File: src/rtl/z180_spi_master_pkg.sv
// ============================================================================
//  Module   : z180_spi_master_pkg
//  Purpose  : Shared constants and types for the Z180 SD-card SPI master.
//  Revision : 1.0 - initial release
// ============================================================================
`default_nettype none

package z180_spi_master_pkg;

    localparam logic [7:0] c_PORT_DATA = 8'hF2;
    localparam logic [7:0] c_PORT_CTRL = 8'hF3;

    localparam int c_CTL_SSEL    = 0;
    localparam int c_CTL_FAST    = 1;
    localparam int c_CTL_IEN     = 2;
    localparam int c_CTL_OVR_CLR = 6;

    localparam int c_STS_SSEL = 0;
    localparam int c_STS_FAST = 1;
    localparam int c_STS_IEN  = 2;
    localparam int c_STS_IRQF = 4;
    localparam int c_STS_DET  = 5;
    localparam int c_STS_OVR  = 6;
    localparam int c_STS_BUSY = 7;

    typedef enum logic [1:0] {
        S_IDLE = 2'd0,
        S_LOW  = 2'd1,
        S_HIGH = 2'd2,
        S_DONE = 2'd3
    } spi_state_t;

    function automatic logic [7:0] pack_status(
        input logic busy,
        input logic ovr,
        input logic det,
        input logic irqf,
        input logic ien,
        input logic fast,
        input logic ssel
    );
        logic [7:0] s;
        s             = '0;
        s[c_STS_BUSY] = busy;
        s[c_STS_OVR]  = ovr;
        s[c_STS_DET]  = det;
        s[c_STS_IRQF] = irqf;
        s[c_STS_IEN]  = ien;
        s[c_STS_FAST] = fast;
        s[c_STS_SSEL] = ssel;
        return s;
    endfunction

endpackage

`default_nettype wire

File: src/rtl/spi_clk_div.sv
// ============================================================================
//  Module   : spi_clk_div
//  Purpose  : SPI half-period counter; emits a one-cycle pulse at phase end.
//  Revision : 1.0 - initial release
// ============================================================================
`default_nettype none

module spi_clk_div #(
    parameter int CNT_W = 5
) (
    input  logic             clk,
    input  logic             rst_n,
    input  logic             i_load,
    input  logic             i_run,
    input  logic [CNT_W-1:0] i_div,
    output logic             o_tick
);

    logic [CNT_W-1:0] r_cnt;

    assign o_tick = i_run && (r_cnt == '0);

    // Reloading on the tick itself keeps every phase exactly i_div cycles long.
    always_ff @(posedge clk) begin
        if (!rst_n) begin
            r_cnt <= '0;
        end else if (i_load || o_tick) begin
            r_cnt <= i_div - CNT_W'(1);
        end else if (i_run) begin
            r_cnt <= r_cnt - CNT_W'(1);
        end
    end

endmodule

`default_nettype wire

File: src/rtl/z180_spi_master.sv
// ============================================================================
//  Module   : z180_spi_master
//  Purpose  : Byte-wide SPI mode-0 master for the SD socket (ports F2/F3).
//             Optional interrupt output enabled by defining SPI_IRQ_EN.
//  Revision : 1.0 - initial release
// ============================================================================
`default_nettype none

module z180_spi_master
    import z180_spi_master_pkg::*;
#(
    parameter int SLOW_DIV = 23,
    parameter int FAST_DIV = 1
) (
    input  logic       phi,
    input  logic       reset_n,
    input  logic       wr_tick,
    input  logic       rd_tick,
    input  logic       reg_sel,
    input  logic [7:0] din,
    output logic [7:0] dout,
    input  logic       sd_miso,
    input  logic       sd_det,
    output logic       sd_mosi,
    output logic       sd_clk,
    output logic       sd_ssel_n,
    output logic       busy
`ifdef SPI_IRQ_EN
    ,
    output logic       irq
`endif
);

    localparam int                 c_CNT_W = $clog2(SLOW_DIV + 1);
    localparam logic [c_CNT_W-1:0] c_SLOW  = c_CNT_W'(SLOW_DIV);
    localparam logic [c_CNT_W-1:0] c_FAST  = c_CNT_W'(FAST_DIV);

    spi_state_t         r_state;
    spi_state_t         w_state_nxt;
    logic               w_load;
    logic               w_run;
    logic               w_tick;
    logic [c_CNT_W-1:0] r_div;
    logic [c_CNT_W-1:0] w_div_sel;
    logic [c_CNT_W-1:0] w_div;
    logic [7:0]         r_shift;
    logic [7:0]         r_rx;
    logic [2:0]         r_bit;
    logic               r_ssel, r_fast, r_ien, r_ovr, r_irqf;
    logic               w_ssel_nxt, w_fast_nxt, w_ien_nxt, w_ovr_nxt, w_irqf_nxt;
    logic               w_is_data;
    logic               w_is_ctrl;
    logic               w_data_wr;

    assign w_is_data = (reg_sel == c_PORT_DATA[0]);
    assign w_is_ctrl = (reg_sel == c_PORT_CTRL[0]);
    assign w_data_wr = wr_tick && w_is_data;
    assign w_run     = (r_state == S_LOW) || (r_state == S_HIGH);
    assign w_div_sel = r_fast ? c_FAST : c_SLOW;
    // The divider sees the live selection only while idle; a transfer keeps its own copy.
    assign w_div     = (r_state == S_IDLE) ? w_div_sel : r_div;

    spi_clk_div #(
        .CNT_W (c_CNT_W)
    ) u_clk_div (
        .clk    (phi),
        .rst_n  (reset_n),
        .i_load (w_load),
        .i_run  (w_run),
        .i_div  (w_div),
        .o_tick (w_tick)
    );

    always_ff @(posedge phi) begin
        if (!reset_n) begin
            r_state <= S_IDLE;
        end else begin
            r_state <= w_state_nxt;
        end
    end

    always_comb begin
        w_state_nxt = r_state;
        w_load      = 1'b0;
        case (r_state)
            S_IDLE: begin
                if (w_data_wr) begin
                    w_state_nxt = S_LOW;
                    w_load      = 1'b1;
                end
            end
            S_LOW: begin
                if (w_tick) w_state_nxt = S_HIGH;
            end
            S_HIGH: begin
                if (w_tick) w_state_nxt = (r_bit == 3'd7) ? S_DONE : S_LOW;
            end
            S_DONE:  w_state_nxt = S_IDLE;
            default: w_state_nxt = S_IDLE;
        endcase
    end

    always_ff @(posedge phi) begin
        if (!reset_n) begin
            r_shift <= 8'hFF;
            r_rx    <= 8'hFF;
            r_bit   <= 3'd0;
            r_div   <= c_SLOW;
        end else begin
            if (w_load) begin
                r_shift <= din;
                r_div   <= w_div_sel;
            end
            if ((r_state == S_HIGH) && w_tick) begin
                r_shift <= {r_shift[6:0], sd_miso};
                r_bit   <= r_bit + 3'd1;
            end
            if (r_state == S_DONE) begin
                r_rx <= r_shift;
            end
        end
    end

    always_comb begin
        w_ssel_nxt = r_ssel;
        w_fast_nxt = r_fast;
        w_ien_nxt  = r_ien;
        w_ovr_nxt  = r_ovr;
        w_irqf_nxt = r_irqf;
        if (wr_tick && w_is_ctrl) begin
            w_ssel_nxt = din[c_CTL_SSEL];
            w_fast_nxt = din[c_CTL_FAST];
            w_ien_nxt  = din[c_CTL_IEN];
            if (din[c_CTL_OVR_CLR]) w_ovr_nxt = 1'b0;
        end
        if (w_data_wr && (r_state != S_IDLE)) w_ovr_nxt = 1'b1;
        // Completion wins over a data read landing in the DONE cycle.
        if (rd_tick && w_is_data) w_irqf_nxt = 1'b0;
        if (r_state == S_DONE)    w_irqf_nxt = 1'b1;
    end

    always_ff @(posedge phi) begin
        if (!reset_n) begin
            r_ssel <= 1'b0;
            r_fast <= 1'b0;
            r_ien  <= 1'b0;
            r_ovr  <= 1'b0;
            r_irqf <= 1'b0;
        end else begin
            r_ssel <= w_ssel_nxt;
            r_fast <= w_fast_nxt;
            r_ien  <= w_ien_nxt;
            r_ovr  <= w_ovr_nxt;
            r_irqf <= w_irqf_nxt;
        end
    end

`ifdef SPI_IRQ_EN
    logic r_irq;

    always_ff @(posedge phi) begin
        if (!reset_n) begin
            r_irq <= 1'b0;
        end else begin
            r_irq <= w_irqf_nxt && w_ien_nxt;
        end
    end

    assign irq = r_irq;
`endif

    assign busy      = (r_state != S_IDLE);
    assign sd_clk    = (r_state == S_HIGH);
    assign sd_mosi   = w_run ? r_shift[7] : 1'b1;
    assign sd_ssel_n = ~r_ssel;
    assign dout      = w_is_ctrl ? pack_status(busy, r_ovr, sd_det, r_irqf, r_ien, r_fast, r_ssel)
                                 : r_rx;

endmodule

`default_nettype wire

File: config.mk
export PLATFORM = sky130hd
export DESIGN_NAME = z180_spi_master
export DESIGN_NICKNAME = d
export VERILOG_FILES = /design/src/rtl/z180_spi_master_pkg.sv /design/src/rtl/spi_clk_div.sv /design/src/rtl/z180_spi_master.sv
export SDC_FILE = /design/constraint.sdc
export NUM_CORES = 1
export LEC_CHECK = 0
export CAP_MARGIN = 20
export CORE_MARGIN = 8
export CORE_UTILIZATION = 30
export CTS_BUF_LIST = sky130_fd_sc_hd__clkbuf_16
export DETAILED_ROUTE_END_ITERATION = 16
export GPL_TIMING_DRIVEN = 0
export PLACE_DENSITY = 0.63
export SYNTH_ARGS = -nofsm -noshare
export SYNTH_HDL_FRONTEND = slang
export SYNTH_SLANG_ARGS = --single-unit
File: constraint.sdc
create_clock -name phi -period 2.57 [get_ports phi]
set_clock_uncertainty 0.15 [all_clocks]
set_input_delay 0.6425 -clock phi [delete_from_list [all_inputs] [get_ports phi]]
set_output_delay 0.6425 -clock phi [all_outputs]
set_load 0.05 [all_outputs]
==> flow_summary_export.csv, run 1 <==
group,metric,value,unit
floorplanning,io_pins,27,
floorplanning,die_x,91.6,µm
power_and_ir_drop,ir_worst_vdd,0.541,mV
placed_design,place.detailed.instances,297,
synthesis,synth-seq-area-share,37.3,%
sta,period_share,97.2,%
power_and_ir_drop,p_leak,0.997,nW
synthesis,avgSynthCellArea,8.54,µm²
floorplanning,fp.coreArea,0.00551,mm²
critical_path,crit_buf_inv,3,
critical_path,slowest_stage,"mux2_2",
hold_path,hold_path_class,"register to register",
routing,via_count,1526,
placed_design,dp_hpwl,3030,µm
floorplanning,initial_core_util,31.2,%
cells_and_area,mostFrequentLayoutCells,"nand2_1, dfxtp_1, nor2_1, buf_4, clkdlybuf4s50_1",
routing,first_pass_iters,4,
clocking,clkTransAtPathRegs,0.05,ns
grt,grt_pass1_wl,7330,µm
cells_and_area,final_common_cell,"nand2_1",
sta,setup_viol,0,
critical_path,critical_path.top_delay_family,"buffers and inverters",
synthesis,synth_top_area_share,37.3,%
grt,overflow,0,
floorplanning,rows,27,
status,run_status,"completed",
sta,setup_ws,0.0723,ns
critical_path,crit_path_end_kind,"output pin",
placed_design,place_ws,-0.561,ns
clocking,htreeDepth,2,
clocking,clock_sinks,32,
floorplanning,die_area,0.00840,mm²
sta,hold_viol,0,
grt,grt_usage,11.0,%
sta,hold_ws,0.309,ns
critical_path,slowest_delay,0.35,ns
sta,finalCriticalPeriod,2.50,ns
power_and_ir_drop,power_per_cell_area,1070,mW/mm²
synthesis,ys_ff_latch,32,
sta,rsz0062_at_grt,"yes",
critical_path,criticalPathCategory,"input port to output pin",
synthesis,synth_top_cell_by_area,"dfxtp_1",
sta,worst_pin_slew,0.718,ns
clocking,cts_buffers,5,
routing,wl,4460,µm
routing,vias_per_cell,4.77,
routing,drt_iter0_markers,130,
clocking,clk_path_buf_depth,2,
cells_and_area,fill_cells,533,
critical_path,start_kind,"input port",
routing,drt.antenna.violating_nets,0,
placed_design,place_congestion,0.837,
clocking,hold_buffers,0,
placed_design,portBuffers,24,
flow_run,max-cap-violations,0,
sta,final-max-slew-violation-count,0,
sta,relSlewSlack,52.1,%
cells_and_area,stdcell_count,320,
clocking,clk_latency,0.27,ns
synthesis,syn_inst,201,
sta,fmax,400,MHz
grt,grt_pass1_vias,1530,
cells_and_area,fin_nets,269,
cells_and_area,drive_gt1_share,24.6,%
critical_path,critPathMaxFanout,10,
routing,wl_per_cell,13.9,µm
clocking,tritoncts,"done",
clocking,cts_root_buf,"clkbuf_16",
critical_path,crit_chain,"buf_4, clkbuf_4, mux2_2, clkdlybuf4s15_2",
synthesis,yosysWarnings,0,
synthesis,async_flop_share,0,%
cells_and_area,syn_to_final_growth,38.8,%
grt,antenna_found_initial,0,
grt,grt_max_degree,13,
synthesis,syn_area,0.00172,mm²
cells_and_area,antenna-diode-count,0,
critical_path,cp.arrival,1.71,ns
synthesis,synth-edff-count,0,
floorplanning,die_h,91.6,µm
synthesis,synth.top_cells.by_area,"dfxtp_1, nand2_1, mux2i_1",
synthesis,synth_ff_type,"dfxtp_1",
synthesis,syn-num-nets,223,
synthesis,ys_types,45,
routing,drc,0,
critical_path,crit_required,1.78,ns
==> Yosys cell counts (2+ instances only) <==
cell and count:
clkbuf_1 6, and3_1 8, nor2b_1 3, buf_4 2, nand2b_1 3, nor3_1 4, ha_1 7, nor2_1 18
a21oi_1 11, inv_1 7, mux2i_1 10, o21ai_0 3, buf_6 3, nand3_1 7, buf_2 2, dfxtp_1 32
nand2_1 37, o21ai_1 6, mux2_2 6
==> power breakdown <==
| group | leakage (nW) | switching, mW | internal, mW | total (mW) |
|---|---|---|---|---|
| registers | 0.262 | 0.0705 | 0.573 | 0.643 |
| clock network | 0.0850 | 0.208 | 0.451 | 0.659 |
| logic | 0.650 | 0.619 | 0.634 | 1.25 |
==> worst paths after layout <==
| kind | to | startpoint | slack [ns] | cells after the start |
|---|---|---|---|---|
| min | r_bit[1]$_SDFFE_PN0N_ | r_bit[1]$_SDFFE_PN0N_ | 0.31 | 2 |
| max reg2reg | u_clk_div.r_cnt[4]$_SDFFE_PN0P_ | r_state[1]$_SDFFE_PN0P_ | 0.08 | 12 |
| min reg2reg | r_bit[1]$_SDFFE_PN0N_ | r_bit[1]$_SDFFE_PN0N_ | 0.31 | 2 |
| max | dout[6] | reg_sel | 0.07 | 4 |
==> stage by stage <==
step / setup TNS [ns] / utilization (%) / total power, mW / cell area [µm²]
finish: 0 / 43.3 / 2.55 / 2380
global route: -0.0812 / 43.3 / 2.72 / 2380
CTS: -0.0264 / 42.6 / 2.48 / 2340
detailed placement: -2.86 / 37.4 / 1.63 / 2060
global placement: -2.83 / 37.4 / 1.61 / 2060
floorplan: -0.0849 / - / 1.41 / 1730
==> state kept, by name, indices dropped and copies added (netlist names) <==
| register | cells |
|---|---|
| r_bit | 3 |
| r_rx | 8 |
| r_ssel | 1 |
| r_div | 1 |
| u_clk_div.r_cnt | 5 |
| r_ovr | 1 |
| r_state | 2 |
| r_shift | 8 |
| r_fast | 1 |
| r_irqf | 1 |
| r_ien | 1 |
==> worst reg2reg max path, delay by kind of cell (launching register included) <==
family / cells / cell delay (ns)
AOI/OAI and AO/OA: 4 / 0.61
adders and majority gates: 2 / 0.49
buffers and inverters: 1 / 0.05
DFF: 1 / 0.34
muxes: 1 / 0.22
and+or+nand+nor: 4 / 0.55
==> what timing repair did <==
item | CTS | global route
setup endpoints to repair | 13 | 4
gates resized for setup | 21 | 8
buffers inserted | 16 | 2
pin swaps | 7 | 5
==> routing by layer <==
| layer | wire (µm) | GRT usage (%) | vias to the layer above | share of wire [%] |
|---|---|---|---|---|
| met2 | 2100 | 16.9 | 35 | 47 |
| met5 | 0 | 0 | - | 0 |
| met4 | 85 | 5.59 | 0 | 1.9 |
| li1 | - | - | 779 | - |
| met3 | 226 | 2.77 | 6 | 5.1 |
| met1 | 2050 | 13.8 | 706 | 46 |
==> cells by family (layout without fill, tap and decap cells) <==
kind of cell	Yosys count	after routing	share of synthesized area, %
AND/OR/NAND/NOR	89	89	25.4
AO/OA/AOI/OAI	35	35	15.1
flip-flops	32	32	37.3
buffers and inverters	20	67	6.27
multiplexers	16	16	9.77
adder cells (fa/ha/maj)	7	7	5.10
XOR/XNOR	2	2	1.02
==> final cells by class <==
| cell class | instances | area (µm²) | area share (%) |
|---|---|---|---|
| buffer | 11 | 70.1 | 2.94 |
| clock buffer | 5 | 125 | 5.25 |
| clock inverter | 3 | 38.8 | 1.63 |
| inverter | 7 | 26.3 | 1.10 |
| multi-input combinational | 149 | 1030 | 43.1 |
| sequential | 32 | 643 | 27.0 |
| tap | 72 | 90.1 | 3.78 |
| timing repair buffer | 41 | 363 | 15.2 |
(Power assumes the default switching activity.)
==> run 2, diff against run 1 <==
--- a/config.mk
+++ b/config.mk
@@ -6,7 +6,6 @@
 export NUM_CORES = 1
 export LEC_CHECK = 0
 export CAP_MARGIN = 20
-export CORE_MARGIN = 8
 export CORE_UTILIZATION = 30
 export CTS_BUF_LIST = sky130_fd_sc_hd__clkbuf_16
 export DETAILED_ROUTE_END_ITERATION = 16
==> run 2 against run 1 <==
Via count up 2.9%. Power grew 3.2%. Cell area grew 0.84%. Clock-buffer cell count did not move. Fmax hardly changed. Clock power about the same. Critical endpoint unchanged.
==> flow_summary_export.csv, run 2 (same netlist as run 1, synthesis figures left out) <==
group,metric,value,unit
cells_and_area,reg.largest.list,"r_rx (8), r_shift (8), u_clk_div.r_cnt (5)",
routing,via_count,1570,
floorplanning,die_area,0.00603,mm²
sta,fmax,401,MHz
clocking,clk_path_buf_depth,2,
routing,top_layer_used,"met4",
cells_and_area,drive_gt1_share,25.3,%
placed_design,portBuffers,24,
placed_design,dp_hpwl,2840,µm
sta,period_share,97.1,%
power_and_ir_drop,power_per_cell_area,1100,mW/mm²
clocking,cts_root_buf,"clkbuf_16",
cells_and_area,final_common_cell,"nand2_1",
placed_design,place_congestion,0.775,
sta,worst_pin_slew,0.823,ns
sta,hold_viol,0,
routing,drc,0,
floorplanning,die_h,77.6,µm
flow_run,max-cap-violations,0,
routing,wl_per_cell,13.6,µm
sta,rsz0062_at_grt,"yes",
hold_path,hold_start,"r_ien$_SDFFE_PN0P_",
power_and_ir_drop,ir_worst_vdd,0.426,mV
power_and_ir_drop,p_leak,1.00,nW
clocking,hold_buffers,0,
cells_and_area,antenna-diode-count,0,
clocking,tritoncts,"done",
grt,grt_pass1_vias,1549,
critical_path,timing.rr.start,"r_state[1]$_SDFFE_PN0P_",
grt,grt_pass1_wl,7380,µm
grt,antenna_found_initial,0,
critical_path,slowest_delay,0.35,ns
floorplanning,initial_core_util,31.2,%
routing,met1_length,2160,µm
critical_path,start_kind,"input port",
critical_path,cp.arrival,1.70,ns
status,run_status,"completed",
hold_path,whs_path_depth,2,
routing,wl,4410,µm
sta,fin_setup_tns,0,ns
sta,final-max-slew-violation-count,0,
grt,grt_usage,15.9,%
hold_path,hold_path_class,"register to register",
critical_path,crit_chain,"buf_4, clkbuf_4, mux2_2, clkdlybuf4s15_2",
hold_path,hold_end,"r_ien$_SDFFE_PN0P_",
critical_path,critPathMaxFanout,10,
floorplanning,io_pins,27,
critical_path,r2r_setup_slack,0.08,ns
clocking,htreeDepth,2,
critical_path,crit_path_end_kind,"output pin",
routing,met3_length,161,µm
clocking,clock_sinks,32,
floorplanning,die_x,77.6,µm
cells_and_area,syn_to_final_growth,40.0,%
critical_path,crit_required,1.78,ns
routing,vias_per_cell,4.83,
floorplanning,rows,27,
cells_and_area,fin_nets,274,
critical_path,reg2reg_depth,12,
routing,drt.antenna.violating_nets,0,
routing,drt_iter0_markers,57,
clocking,clkTransAtPathRegs,0.05,ns
routing,dr_wl_met2,2030,µm
cells_and_area,fill_cells,555,
critical_path,slowest_stage,"mux2_2",
routing,first_pass_iters,4,
floorplanning,fp.coreArea,0.00551,mm²
grt,overflow,0,
sta,finalCriticalPeriod,2.50,ns
sta,relSlewSlack,45.1,%
critical_path,criticalPathCategory,"input port to output pin",
critical_path,rr_endpoint,"u_clk_div.r_cnt[4]$_SDFFE_PN0P_",
cells_and_area,mostFrequentLayoutCells,"nand2_1, dfxtp_1, buf_4",
clocking,clk_latency,0.28,ns
clocking,cts_buffers,5,
sta,setup_viol,0,
sta,hold_ws,0.307,ns
grt,grt_max_degree,13,
[run 2: through the flow]
| stage | total power, mW | instances | setup WS [ns] | cell area [µm²] | util, % |
|---|---|---|---|---|---|
| CTS | 2.52 | 321 | -0.0260 | 2360 | 42.9 |
| global placement | 1.61 | 297 | -0.554 | 2060 | 37.4 |
| floorplan | 1.41 | 201 | -0.0849 | 1730 | - |
| finish | 2.64 | 325 | 0.0738 | 2400 | 43.6 |
| detailed placement | 1.63 | 297 | -0.576 | 2060 | 37.4 |
| global route | 2.79 | 325 | -0.0758 | 2400 | 43.6 |
[run 2: timing repair]
action / CTS / global route
pin swaps: 6 / 5
gates resized for setup: 21 / 6
setup buffers: 17 / 5
setup endpoints to repair: 13 / 4
[run 2: power breakdown]
part / switching (mW) / internal, mW
Combinational: 0.638 / 0.694
Sequential: 0.0717 / 0.573
Clock: 0.211 / 0.450
[run 2: layer usage]
layer	vias up	track usage [%]
met4	0	6.98
met2	34	25.5
met5	-	0
met1	747	20.5
met3	7	3.06
li1	782	-
[run 2: layout make-up]
type	instances	area, µm²	area share [%]
inverter	7	26.3	1.09
multi-input combinational	149	1010	42.2
tap	72	90.1	3.75
sequential	32	643	26.8
clock inverter	3	37.5	1.56
timing repair buffer	46	397	16.5
clock buffer	5	125	5.21
buffer	11	70.1	2.92
[run 2: worst max path at each step]
stage / end / cells after the start / startpoint
2_1_floorplan: u_clk_div.r_cnt[4]$_SDFFE_PN0P_ / 13 / r_state[1]$_SDFFE_PN0P_
4_1_cts: dout[5] / 4 / reg_sel
5_1_grt: u_clk_div.r_cnt[4]$_SDFFE_PN0P_ / 12 / r_state[1]$_SDFFE_PN0P_
6_report: dout[6] / 4 / reg_sel
3_5_place_dp: dout[5] / 4 / reg_sel
3_3_place_gp: dout[6] / 4 / reg_sel
[run 2: worst max-delay path, delay by kind of cell]
family,cells,cell delay (ns)
buffers and inverters,3,0.71
multiplexers,1,0.35
